--- src/rtl/cordic_pipe.sv ---
// Parametrised, fully pipelined CORDIC (rotation/vectoring per sample) with whole-pipe stall.
// Optional output gain compensation stage enabled by defining CORDIC_GAIN_COMP_EN.
module cordic_pipe #(
    parameter int unsigned WIDTH  = 13,
    parameter int unsigned FRAC   = 10,
    parameter int unsigned STAGES = 10
) (
    input  logic                    clk,
    input  logic                    rst,
    input  logic                    in_valid,
    output logic                    in_ready,
    input  logic                    in_mode,
    input  logic signed [WIDTH-1:0] in_x,
    input  logic signed [WIDTH-1:0] in_y,
    input  logic signed [WIDTH-1:0] in_z,
    output logic                    out_valid,
    input  logic                    out_ready,
    output logic                    out_mode,
    output logic signed [WIDTH-1:0] out_x,
    output logic signed [WIDTH-1:0] out_y,
    output logic signed [WIDTH-1:0] out_z
);

    // Constants are held at Q2.30 and rounded to the FRAC-bit grid.
    localparam int unsigned SH = (FRAC >= 30) ? 0 : 30 - FRAC;
    localparam int unsigned UP = (FRAC > 30) ? FRAC - 30 : 0;

    function automatic logic [63:0] scale_q30(input logic [63:0] v);
        return ((v + ((64'd1 << SH) >> 1)) >> SH) << UP;
    endfunction

    function automatic logic signed [WIDTH-1:0] atan_q(input int unsigned k);
        logic [63:0] t;
        case (k)
            'd0:  t = 64'h3243_F6A8;
            'd1:  t = 64'h1DAC_6705;
            'd2:  t = 64'h0FAD_BAFC;
            'd3:  t = 64'h07F5_6EA6;
            'd4:  t = 64'h03FE_AB76;
            'd5:  t = 64'h01FF_D55B;
            'd6:  t = 64'h00FF_FAAA;
            'd7:  t = 64'h007F_FF55;
            'd8:  t = 64'h003F_FFEA;
            'd9:  t = 64'h001F_FFFD;
            'd10: t = 64'h000F_FFFF;
            'd11: t = 64'h0007_FFFF;
            'd12: t = 64'h0003_FFFF;
            'd13: t = 64'h0001_FFFF;
            'd14: t = 64'h0000_FFFF;
            'd15: t = 64'h0000_7FFF;
            default: t = 64'h0;
        endcase
        return $signed(WIDTH'(scale_q30(t)));
    endfunction

    logic signed [WIDTH-1:0] x_q [STAGES];
    logic signed [WIDTH-1:0] y_q [STAGES];
    logic signed [WIDTH-1:0] z_q [STAGES];
    logic                    m_q [STAGES];
    logic                    v_q [STAGES];

    logic signed [WIDTH-1:0] xi [STAGES];
    logic signed [WIDTH-1:0] yi [STAGES];
    logic signed [WIDTH-1:0] zi [STAGES];
    logic                    mi [STAGES];
    logic                    vi [STAGES];
    logic signed [WIDTH-1:0] xn [STAGES];
    logic signed [WIDTH-1:0] yn [STAGES];
    logic signed [WIDTH-1:0] zn [STAGES];

    assign in_ready = !(out_valid && !out_ready);

    // Stage inputs and one micro-rotation per stage.
    always_comb begin
        xi = '{default: '0};
        yi = '{default: '0};
        zi = '{default: '0};
        mi = '{default: 1'b0};
        vi = '{default: 1'b0};
        xn = '{default: '0};
        yn = '{default: '0};
        zn = '{default: '0};
        xi[0] = in_x;
        yi[0] = in_y;
        zi[0] = in_z;
        mi[0] = in_mode;
        vi[0] = in_valid;
        for (int unsigned i = 1; i < STAGES; i++) begin
            xi[i] = x_q[i-1];
            yi[i] = y_q[i-1];
            zi[i] = z_q[i-1];
            mi[i] = m_q[i-1];
            vi[i] = v_q[i-1];
        end
        for (int unsigned i = 0; i < STAGES; i++) begin
            if (mi[i] ? yi[i][WIDTH-1] : !zi[i][WIDTH-1]) begin
                xn[i] = xi[i] - (yi[i] >>> i);
                yn[i] = yi[i] + (xi[i] >>> i);
                zn[i] = zi[i] - atan_q(i);
            end else begin
                xn[i] = xi[i] + (yi[i] >>> i);
                yn[i] = yi[i] - (xi[i] >>> i);
                zn[i] = zi[i] + atan_q(i);
            end
        end
    end

    // Bubbles advance their valid bit only; data registers load on valid samples.
    always_ff @(posedge clk or posedge rst) begin
        if (rst) begin
            for (int unsigned i = 0; i < STAGES; i++) begin
                x_q[i] <= '0;
                y_q[i] <= '0;
                z_q[i] <= '0;
                m_q[i] <= 1'b0;
                v_q[i] <= 1'b0;
            end
        end else if (in_ready) begin
            for (int unsigned i = 0; i < STAGES; i++) begin
                v_q[i] <= vi[i];
                if (vi[i]) begin
                    x_q[i] <= xn[i];
                    y_q[i] <= yn[i];
                    z_q[i] <= zn[i];
                    m_q[i] <= mi[i];
                end
            end
        end
    end

`ifdef CORDIC_GAIN_COMP_EN
    localparam int unsigned PW = 2 * WIDTH;
    localparam logic signed [WIDTH-1:0] KINV = $signed(WIDTH'(scale_q30(64'd652032837)));

    logic signed [PW-1:0]    px;
    logic signed [PW-1:0]    py;
    logic signed [WIDTH-1:0] g_x;
    logic signed [WIDTH-1:0] g_y;
    logic signed [WIDTH-1:0] g_z;
    logic                    g_m;
    logic                    g_v;

    assign px = PW'(x_q[STAGES-1]) * PW'(KINV);
    assign py = PW'(y_q[STAGES-1]) * PW'(KINV);

    // Extra register stage removing the accumulated CORDIC gain.
    always_ff @(posedge clk or posedge rst) begin
        if (rst) begin
            g_x <= '0;
            g_y <= '0;
            g_z <= '0;
            g_m <= 1'b0;
            g_v <= 1'b0;
        end else if (in_ready) begin
            g_v <= v_q[STAGES-1];
            if (v_q[STAGES-1]) begin
                g_x <= WIDTH'(px >>> FRAC);
                g_y <= WIDTH'(py >>> FRAC);
                g_z <= z_q[STAGES-1];
                g_m <= m_q[STAGES-1];
            end
        end
    end

    assign out_valid = g_v;
    assign out_mode  = g_m;
    assign out_x     = g_x;
    assign out_y     = g_y;
    assign out_z     = g_z;
`else
    assign out_valid = v_q[STAGES-1];
    assign out_mode  = m_q[STAGES-1];
    assign out_x     = x_q[STAGES-1];
    assign out_y     = y_q[STAGES-1];
    assign out_z     = z_q[STAGES-1];
`endif

endmodule

--- config.mk ---
export PLATFORM = sky130hd
export DESIGN_NAME = cordic_pipe
export DESIGN_NICKNAME = d
export VERILOG_FILES = /design/src/rtl/cordic_pipe.sv
export SDC_FILE = /design/constraint.sdc
export NUM_CORES = 2
export LEC_CHECK = 0
export ABC_AREA = 0
export BUFFER_PORTS_ARGS = -buffer_cell sky130_fd_sc_hd__buf_2
export CAP_MARGIN = 20
export CORE_MARGIN = 4
export CORE_UTILIZATION = 53
export CTS_CLUSTER_DIAMETER = 120
export DETAILED_ROUTE_END_ITERATION = 12
export PLACE_DENSITY = 0.69
export SKIP_LAST_GASP = 1
export SLEW_MARGIN = 20
export SYNTH_ARGS = -nofsm -noshare
export SYNTH_HDL_FRONTEND = slang
export SYNTH_SLANG_ARGS = --single-unit
--- constraint.sdc ---
create_clock -name clk -period 33.5 [get_ports clk]
set_input_delay 3.35 -clock clk [delete_from_list [all_inputs] [get_ports clk]]
set_output_delay 3.35 -clock clk [all_outputs]
set_load 0.03 [all_outputs]
-- Yosys cells after proc, flatten, opt, wreduce, memory -nomap -nowiden
Index checks and enable logic that the tools add are counted.
Widths: inputs -> output; s select.
- equality and inequality tests: 0
- $add $sub $neg: 79
- mux-type cells: 60
- order comparisons: 0
- div/mod/pow operators: 0
- shift operators: 0
- bitwise gates (word level): 1
- reductions and logical operators: 23
- multiply operators: 0
- operators by type and width (cell ; number):
    $add 33x20->33 const B ; 20
    $mux 33 ; 20
    $mux 13 ; 30
    $sub 13x13->13 ; 12
    $add 13x13->13 ; 11
    $add 13x10->13 ; 2
    $add 13x11->13 ; 2
    $add 13x12->13 ; 2
    $add 13x4->13 ; 2
    $add 13x5->13 ; 2
    $add 13x6->13 ; 2
    $add 13x7->13 ; 2
    $add 13x8->13 ; 2
    $add 13x9->13 ; 2
    $sub 13x10->13 ; 2
    $sub 13x11->13 ; 2
    $sub 13x12->13 ; 2
    $sub 13x4->13 ; 2
    $sub 13x5->13 ; 2
    $sub 13x6->13 ; 2
    $sub 13x7->13 ; 2
    $sub 13x8->13 ; 2
    $sub 13x9->13 ; 2
    $reduce_and 2->1 ; 10
    other kinds (4) ; 24
- flip-flop bits (word level): 410
- ROM bits: 0
- memory bits (writable): 0
- bits of input ports: 44
- logic and storage cells: 213
- latch bits: 0
- memories kept: 0

-- Longest topological paths before layout
- depth in word-level cells: 6
- gate-level depth with buffers: 15
- depth with buffers taken out: 15

-- Worst setup path before layout
No wires, ideal clock.
- kind: input to output
- from: input out_ready
- to: output in_ready
- cell stages on the path: 4
- path slack: 26.239 ns
- arrival: 3.911 ns
- path through: nor2b_1 > buf_2 > inv_2 > buf_2
- word-level cells in the longest chain between the ends: 3
- ends and longest elaborated chain (what ; line ; source):
    start: declaration ; 17 ; input logic out_ready,
    $logic_not 1->1 ; 71 ; assign in_ready = !(out_valid && !out_ready);
    $logic_and 1x1->1 ; 71 ;
    $logic_not 1->1 ; 71 ;
    end: declaration ; 11 ; output logic in_ready,
Every way passes these cells.

-- Worst setup path after layout
Same ends and word-level chain as after synthesis.

==> impl_metrics.py <==
metrics = {
    "status": {
        "status": "finished clean",
    },
    "grt": {
        "gr-usage-all-layers_pct": 21.9,
        "grt_pass1_wl_mm": 124,
        "grt_antenna_before_repair": 1,
        "overflow": 0,
        "grt_max_degree": 128,
        "grt_pass1_vias": 25000,
    },
    "worst_setup_path": {
        "crit_top_cell": "buf_2",
        "required_ps": 30150,
        "startpoint_type": "primary input",
        "cpPeakStageDelay_ps": 570,
        "worstPathCellList": "buf_2 -> nor2b_1 -> inv_2 -> buf_2",
        "slowest_stage": "nor2b_1",
        "cp_top_family": "buffers and inverters",
        "critPathArrivalTime_ps": 4690,
        "crit_fanout": 19,
        "end_kind": "output pin",
        "crit_type": "primary input to output pin",
        "cp_num_buf_inv": 3,
    },
    "min_path": {
        "hold_class": "flip-flop to flip-flop",
    },
    "clock_tree": {
        "cts_buffer_depth": 3,
        "insertion_delay_ps": 600,
        "post-cts-setup-buffers": 0,
        "cts_resized": 0,
        "hold_buffers": 0,
        "clkTransAtPathRegs_ps": 50,
        "cts_buffers": 47,
        "cts_tree": "built",
        "cts_max_level": 2,
        "root_buffer": "clkbuf_16",
        "clkSinkCount": 409,
    },
    "cells_and_area": {
        "antennaDiodeCount": 0,
        "nNetsFinal": 4243,
        "drive_gt1_share_pct": 8.56,
        "area_growth_pct": 7.57,
    },
    "synthesis": {
        "ys.warnings.count": 0,
        "synth_area_um2": 33200,
        "synth_ff_type": "dfrtp_1",
        "synth.avg_cell_area_um2": 8.75,
        "synth.net_count": 4243,
        "postSynthCellCount": 3797,
        "synth.distinct_cells": 88,
        "synth.top_cells.by_count": "464 x nand2_1, 409 x dfrtp_1, 408 x o21ai_0",
        "synth-seq-cells": 409,
        "synth_edf_count": 0,
        "synth_area_leaders": "dfrtp_1 31%, ha_1 14%, o21ai_0 6.1%",
        "synth_most_common_cell": "nand2_1",
        "seq_area_frac_synth_pct": 30.8,
        "async_flop_share_pct": 100,
        "synth_largest_area_cell": "dfrtp_1",
        "synth_top_area_share_pct": 30.8,
    },
    "sta": {
        "tightest_slew_ps": 1020,
        "fmax_mhz": 124,
        "fin_tns_setup_ps": 0,
        "fin_crit_sh_pct": 24.0,
        "rsz0062_at_grt": "no",
        "finalMaxSlewViolations": 0,
        "setup_violations": 0,
        "fin_crit_ps": 8040,
        "fin_skew_ps": 14.9,
        "timing_hold_violations_final": 0,
        "relSlewSlack_pct": 31.9,
    },
    "routing": {
        "wl_per_cell_um": 15.8,
        "drt_first_pass_iters": 5,
        "drc": 0,
        "drt_iter0_markers": 1441,
        "route.vias.total": 26100,
        "via_per_inst": 5.58,
        "drtAntennaViolNets": 0,
        "wl_mm": 73.9,
    },
    "flow_run": {
        "maxCapViolCount": 0,
    },
    "floorplan": {
        "coreArea_um2": 61900,
        "start_util_pct": 53.7,
        "die_h_um": 258,
        "rows": 91,
        "die_width_um": 258,
        "dieArea_um2": 66800,
        "ios": 86,
    },
    "placed_design": {
        "dp_hpwl_mm": 56.8,
        "portBuffers": 85,
        "gp_congestion": 0.908,
    },
}
-- flip-flops by register name (all words and copies together), names as in the netlist --
signal,cells
v_q,9
out_mode,1
y_q,116
out_z,13
out_valid,1
z_q,117
x_q,117
out_y,13
out_x,13
m_q,9
-- cell type report --
cell class | count | area [um2]
well taps | 837 | 1050
multi-input cells | 3050 | 21600
repair buffers | 110 | 613
clock inverters | 17 | 229
fillers | 5663 | 26200
inverters | 179 | 679
flip-flops and latches | 409 | 10200
clock buffers | 66 | 1360
-- worst min-delay path, cell delays in order (launching register included) --
cell and delay [ps]:
dfrtp_1 330, nand2_1 50, o21ai_0 60
-- cell usage in the layout (no fill, tap or decap), types with 10 or more instances in the layout --
cell,count
a211o_1,18
a211oi_1,35
a21o_1,127
a21oi_1,227
a31oi_1,39
and2_1,14
and3_1,22
buf_2,85
buf_4,25
clkbuf_16,47
clkbuf_8,11
dfrtp_1,409
fa_1,31
ha_1,371
inv_1,173
mux2_2,82
mux2i_1,18
nand2_1,455
nand2_2,10
nand2b_1,29
nand3_1,30
nand4_1,12
nor2_1,215
nor2b_1,44
nor3_1,91
nor3b_1,15
nor4_1,14
o21a_1,49
o21ai_0,407
o21ai_1,18
o21bai_1,28
o31a_1,13
o31ai_1,49
or2_2,17
or3_1,25
xnor2_1,200
xor2_1,185
-- routing by layer --
| layer | wire length, um | vias to the layer above | GRT usage, % | share of wire, % |
|---|---|---|---|---|
| li1 | - | 13500 | - | - |
| met4 | 1330 | 2 | 4.81 | 1.8 |
| met3 | 2220 | 89 | 2.40 | 3.0 |
| met5 | 11 | - | 0 | 0.015 |
| met2 | 35800 | 328 | 38.2 | 48 |
| met1 | 34500 | 12200 | 29.6 | 47 |
-- path summary, 6_finish.rpt --
kind,start,to,slack (ps),depth (start not counted)
max,out_ready,in_ready,25460,4
min,out_y[4]$_DFFE_PP0P_,out_y[4]$_DFFE_PP0P_,470,2
max reg2reg,m_q[7]$_DFFE_PP0P_,y_q[89]$_DFFE_PP0P_,29590,12
min reg2reg,out_y[4]$_DFFE_PP0P_,out_y[4]$_DFFE_PP0P_,470,2
max in group asynchronous,rst,y_q[27]$_DFFE_PP0P_,28280,4
min in group asynchronous,rst,m_q[9]$_DFFE_PP0P_,2900,2
-- per-stage QoR --
stage	instances	util [%]	hold slack [ps]	cell area [um2]	setup slack [ps]
finish	4668	57.7	472	35800	25460
floorplan	3797	-	446	33200	18770
detailed placement	4585	55.2	465	34200	25440
global route	4668	57.7	500	35800	25330
global placement	4585	55.2	457	34200	25440
CTS	4668	57.7	478	35800	25440
-- cells by family after synthesis --
| kind of cell | after synthesis | synth area share [%] |
|---|---|---|
| buffers and inverters | 338 | 4.36 |
| XOR/XNOR | 386 | 10.2 |
| AND/OR/NAND/NOR | 1024 | 14.0 |
| AO/OA/AOI/OAI | 1137 | 21.5 |
| multiplexers | 101 | 3.36 |
| flip-flops | 409 | 30.8 |
| adder cells (fa/ha/maj) | 402 | 15.8 |
Power is not shown: default switching activity piles up to over one toggle a cycle in this logic, so the estimate is an artifact.
